## src/rtl/shift_pkg.sv

```systemverilog
// Shared types and constants for the serial shift blocks (transmitter and
// its bit counter).
package shift_pkg;

  // Transmitter frame state: nothing in flight, or a word being shifted out.
  typedef enum logic {
    IDLE  = 1'b0,
    SHIFT = 1'b1
  } state_e;

  // Word length used when a shift block is instantiated without an override.
  localparam int SHIFT_W_DEFAULT = 4;

  // Bit-counter width for a given word length. Never returns less than one
  // bit, so narrow words still get a usable counter register.
  function automatic int cnt_width(input int width);
    if (width <= 2) begin
      return 1;
    end
    return $clog2(width);
  endfunction

endpackage

```

## src/rtl/bit_counter.sv

```systemverilog
// Bit position counter for a WIDTH-bit word: counts 0..WIDTH-1, saturates at
// WIDTH-1 and raises 'last_o' there. A synchronous clear returns it to zero
// and takes priority over counting.
module bit_counter
  import shift_pkg::*;
#(
  parameter int WIDTH = SHIFT_W_DEFAULT,
  parameter int CW    = cnt_width(WIDTH)
) (
  input  logic clk,
  input  logic reset_n,
  input  logic clear_i,
  input  logic en_i,
  output logic last_o
);

  localparam logic [CW-1:0] LAST_VAL = CW'(WIDTH - 1);

  logic [CW-1:0] cnt_q;
  logic [CW-1:0] cnt_d;

  assign last_o = (cnt_q == LAST_VAL);

  // Next count: clear wins, otherwise advance until the last bit position.
  always_comb begin
    cnt_d = cnt_q;
    if (clear_i) begin
      cnt_d = '0;
    end else if (en_i && !last_o) begin
      cnt_d = cnt_q + CW'(1);
    end
  end

  // Count register, cleared asynchronously by reset.
  always_ff @(posedge clk or negedge reset_n) begin
    if (!reset_n) begin
      cnt_q <= '0;
    end else begin
      cnt_q <= cnt_d;
    end
  end

endmodule

```

## src/rtl/piso_tx.sv

```systemverilog
// Parallel-in, serial-out transmitter. Takes a word on a valid/ready load,
// then shifts it out MSB first, one bit per clock, with a frame-valid
// qualifier and a done pulse on the last bit. A new word can be accepted on
// the last-bit cycle so consecutive words stream with no gap.
module piso_tx
  import shift_pkg::*;
#(
  parameter int WIDTH = SHIFT_W_DEFAULT
) (
  input  logic             clk,
  input  logic             reset_n,
  input  logic [WIDTH-1:0] din,
  input  logic             load_valid,
  output logic             load_ready,
  output logic             sout,
  output logic             sout_valid,
  output logic             done
);

  state_e           state_q;
  state_e           state_d;
  logic [WIDTH-1:0] sr_q;
  logic [WIDTH-1:0] sr_d;
  logic             last;
  logic             accept;
  logic             cnt_clear;
  logic             cnt_en;

  bit_counter #(
    .WIDTH (WIDTH)
  ) u_bit_counter (
    .clk     (clk),
    .reset_n (reset_n),
    .clear_i (cnt_clear),
    .en_i    (cnt_en),
    .last_o  (last)
  );

  // Ready when idle, or on the last bit of the current word so the next
  // word can follow without a gap.
  assign load_ready = (state_q == IDLE) || ((state_q == SHIFT) && last);
  assign accept     = load_valid && load_ready;

  assign sout       = sr_q[WIDTH-1];
  assign sout_valid = (state_q == SHIFT);
  assign done       = (state_q == SHIFT) && last;

  // Next-state, shift-register and counter control decisions.
  always_comb begin
    state_d   = state_q;
    sr_d      = sr_q;
    cnt_clear = 1'b0;
    cnt_en    = 1'b0;
    case (state_q)
      IDLE: begin
        if (accept) begin
          sr_d      = din;
          cnt_clear = 1'b1;
          state_d   = SHIFT;
        end
      end
      SHIFT: begin
        if (!last) begin
          sr_d   = {sr_q[WIDTH-2:0], 1'b0};
          cnt_en = 1'b1;
        end else if (accept) begin
          sr_d      = din;
          cnt_clear = 1'b1;
        end else begin
          sr_d      = '0;
          cnt_clear = 1'b1;
          state_d   = IDLE;
        end
      end
      default: begin
        sr_d      = '0;
        cnt_clear = 1'b1;
        state_d   = IDLE;
      end
    endcase
  end

  // State register; reset abandons any word in flight immediately.
  always_ff @(posedge clk or negedge reset_n) begin
    if (!reset_n) begin
      state_q <= IDLE;
    end else begin
      state_q <= state_d;
    end
  end

  // Shift register holding the remaining bits of the current word.
  always_ff @(posedge clk or negedge reset_n) begin
    if (!reset_n) begin
      sr_q <= '0;
    end else begin
      sr_q <= sr_d;
    end
  end

endmodule

```

## config.mk

```make
export PLATFORM = sky130hd
export DESIGN_NAME = piso_tx
export DESIGN_NICKNAME = d
export VERILOG_FILES = /design/src/rtl/shift_pkg.sv /design/src/rtl/bit_counter.sv /design/src/rtl/piso_tx.sv
export SDC_FILE = /design/constraint.sdc
export NUM_CORES = 1
export LEC_CHECK = 0
export CORE_MARGIN = 1
export CORE_UTILIZATION = 25
export CTS_BUF_LIST = sky130_fd_sc_hd__clkbuf_4 sky130_fd_sc_hd__clkbuf_8
export CTS_CLUSTER_SIZE = 12
export DETAILED_ROUTE_END_ITERATION = 10
export GPL_TIMING_DRIVEN = 0
export PLACE_DENSITY = 0.47
export SLEW_MARGIN = 20
export SYNTH_ARGS = -nofsm -noshare
export SYNTH_HDL_FRONTEND = slang
export SYNTH_SLANG_ARGS = --single-unit
export TNS_END_PERCENT = 30
```

## constraint.sdc

```tcl
create_clock -name clk -period 2.1 [get_ports clk]
set_clock_uncertainty 0.15 [all_clocks]
set_input_delay 0.63 -clock clk [delete_from_list [all_inputs] [get_ports clk]]
set_output_delay 0.63 -clock clk [all_outputs]
set_load 0.03 [all_outputs]
```

==> results.json <==
{
  "post-route-min-period_ns": 2.037,
  "synth.area.top_cells": "dfrtp_1, a311o_1, and3b_2, buf_6, nor3b_1",
  "cp_cell_sequence": "clkdlybuf4s50_1",
  "drtAntennaViolNets": 0,
  "syn_nets": 37,
  "synth_top_area_share": 0.4762,
  "clock_latency_ns": 0.25,
  "dp_cells": 53,
  "cp_slowest_stage_delay_ns": 0.67,
  "yosysTopAreaCell": "dfrtp_1",
  "p_leak_nw": 0.2349,
  "numCtsBuffers": 3,
  "tightest_slew_ns": 0.3352,
  "dp_slack_ns": -0.1746,
  "finalWirelength_um": 778,
  "cts_tree": "yes",
  "maxCapViolCount": 0,
  "grt_max_degree": 11,
  "max_freq_mhz": 490.9,
  "required_ns": 1.32,
  "cp.depth": 1,
  "ir_worst_vdd_mv": 0.4896,
  "avgSynthCellArea_um2": 12.68,
  "clk_path_buf_depth": 2,
  "core-area_um2": 1334,
  "clk_pin_slew_worst_paths_ns": 0.05,
  "path_max_fanout": 2,
  "grt_setup_unrepaired": "false",
  "area_growth_syn_to_layout_pct": 40.14,
  "nets": 52,
  "pwr-share-seq": 0.295,
  "fin_cells": 58,
  "grt_pass1_vias": 264,
  "path_class": "reg -> out",
  "worstReg2RegStart": "u_bit_counter.cnt_q[1]",
  "routabilityCongestion": 0.6913,
  "ys.flop_type": "dfrtp_1",
  "start_util": 0.2758,
  "numClockSinks": 7,
  "setup_viol": 0,
  "syn-cell-area_um2": 367.9,
  "top_level_ports": 11,
  "endpoint": "sout",
  "synth_common_cells": "dfrtp_1, a311o_1, and3b_2, nor3b_1, buf_6",
  "cts_max_level": 1,
  "firstDrtPassIters": 4,
  "rrSetupSlack_ns": 0.63,
  "track_usage": 0.1097,
  "cts_root_buffer": "clkbuf_4",
  "netlist_instances": 29,
  "crit_path_start": "sr_q[3]",
  "power_frac_comb": 0.518,
  "routed-via-count": 280,
  "std_cell_rows": 13,
  "drive_gt1_frac": 0.3721,
  "fin_util": 0.3865,
  "crit_arrival_ns": 1.26,
  "p_clk_frac": 0.188,
  "min_path_type": "reg -> reg",
  "drc_errors": 0,
  "synth.most_common_cell": "dfrtp_1",
  "maxSlewViolCount": 0,
  "dieWidth_um": 40.36,
  "diodes": 0,
  "io_buffer_count": 9,
  "post_drt_wl_per_cell_um": 13.41,
  "sw_frac_of_total": 0.3458,
  "end_kind": "output pin",
  "cpLargestDelayFamily": "buffers and inverters",
  "status": "finished clean",
  "yosysSeqAreaShare": 0.4762,
  "cp-start-kind": "flip-flop",
  "overflow": 0,
  "yosys_warnings": 0,
  "hold_violations": 0,
  "p_switching_uw": 252.4,
  "slew_headroom": 0.7758,
  "crit_buf_inv": 1,
  "synthDistinctLibCells": 16,
  "reg2reg_depth": 4,
  "hold_slack_ns": 0.3380,
  "r2r-end": "sr_q[2]",
  "synth-seq-cells": 7,
  "slowest_stage": "clkdlybuf4s50_1",
  "antenna_found_initial": 0,
  "dp_hpwl_um": 506.3,
  "internal-power_uw": 477.5,
  "setup_ws_ns": 0.06302,
  "dieHeight_um": 40.36,
  "avgViaCountPerCell": 4.828,
  "async_reset_ff_frac": 1.000,
  "drtIter0Drc": 1,
  "synth-edff-count": 0,
  "grt_pass1_wl_mm": 1.110,
  "finalCritPeriodShare": 0.9700,
  "power_uw": 729.9,
  "die-area_um2": 1629,
  "power.density_nw_per_um2": 1416
}
## cell families after synthesis
kind of cell | count (synthesis) | synth area share
DFF | 7 | 0.4762
AOI/OAI and AO/OA | 6 | 0.1497
and+or+nand+nor | 11 | 0.2551
adders and majority gates | 1 | 0.03401
buffers and inverters | 4 | 0.08501
## placed cells by master, fill, tap and decap left out
cell type | netlist | layout
and3b_2 | 3 | 3
or2b_1 | 1 | 1
buf_6 | 2 | 3
clkdlybuf4s50_1 | 0 | 6
a32o_1 | 1 | 1
clkbuf_4 | 0 | 4
nor2_1 | 1 | 1
or3b_1 | 1 | 1
and2_2 | 1 | 1
nor3b_1 | 3 | 3
a2bb2o_1 | 1 | 1
inv_1 | 1 | 1
buf_4 | 0 | 1
nand2b_4 | 1 | 1
dfrtp_1 | 7 | 7
buf_2 | 1 | 2
a311o_1 | 3 | 3
dlymetal6s2s_1 | 0 | 1
o21ai_0 | 1 | 1
ha_2 | 0 | 1
## routing by layer
layer	global-route usage	share of wire	vias to the layer above
met5	0	0	-
met4	0.07500	0	0
met3	0.03333	0.098	0
met2	0.1667	0.46	14
met1	0.1304	0.44	131
li1	-	-	135
## what timing repair did
item / 4_1_cts / 5_1_grt
gates resized for setup: 11 / 4
gates cloned: 0 / 0
hold buffers: 0 / 0
pin swaps: 0 / 1
endpoints found under the setup margin: 2 / 2
buffers inserted: 0 / 1
## through the flow
stage / TNS [ns] / cell area, um^2
floorplan: 0 / 367.9
global placement: -0.2471 / 476.7
detailed placement: -0.2407 / 476.7
CTS: 0 / 499.2
global route: 0 / 515.5
finish: 0 / 515.5
## flip-flops by register name (all words and copies together) (netlist names)
name                 flops
sr_q                     4
u_bit_counter.cnt_q      2
sout_valid               1
## worst min path at each step
stage                                       from                     end  slack [ns]  cells past startpoint
after floorplan                          reset_n              sout_valid        0.18                      0
after global placement                   sr_q[0]                 sr_q[0]        0.32                      1
after detailed placement                 sr_q[0]                 sr_q[0]        0.33                      1
after CTS                                sr_q[0]                 sr_q[0]        0.34                      1
after global routing      u_bit_counter.cnt_q[0]  u_bit_counter.cnt_q[0]        0.38                      1
final                     u_bit_counter.cnt_q[0]  u_bit_counter.cnt_q[0]        0.34                      1
## layout make-up
type	count	area [um^2]
Buffer	3	27.53
Clock buffer	4	30.03
Fill cell	136	818.3
Inverter	1	3.754
Multi-Input combinational cell	18	163.9
Sequential cell	7	175.2
Tap cell	15	18.77
Timing Repair Buffer	10	96.34
## power by group through the flow
stage / clock, mW / combinational (mW) / sequential (mW)
6_report: 0.137 / 0.378 / 0.215
4_1_cts: 0.144 / 0.353 / 0.215
5_1_grt: 0.159 / 0.410 / 0.220
2_1_floorplan: 0 / 0.241 / 0.234
3_5_place_dp: 0 / 0.368 / 0.217
3_3_place_gp: 0 / 0.364 / 0.213
Power figures use the tool's default switching activity.
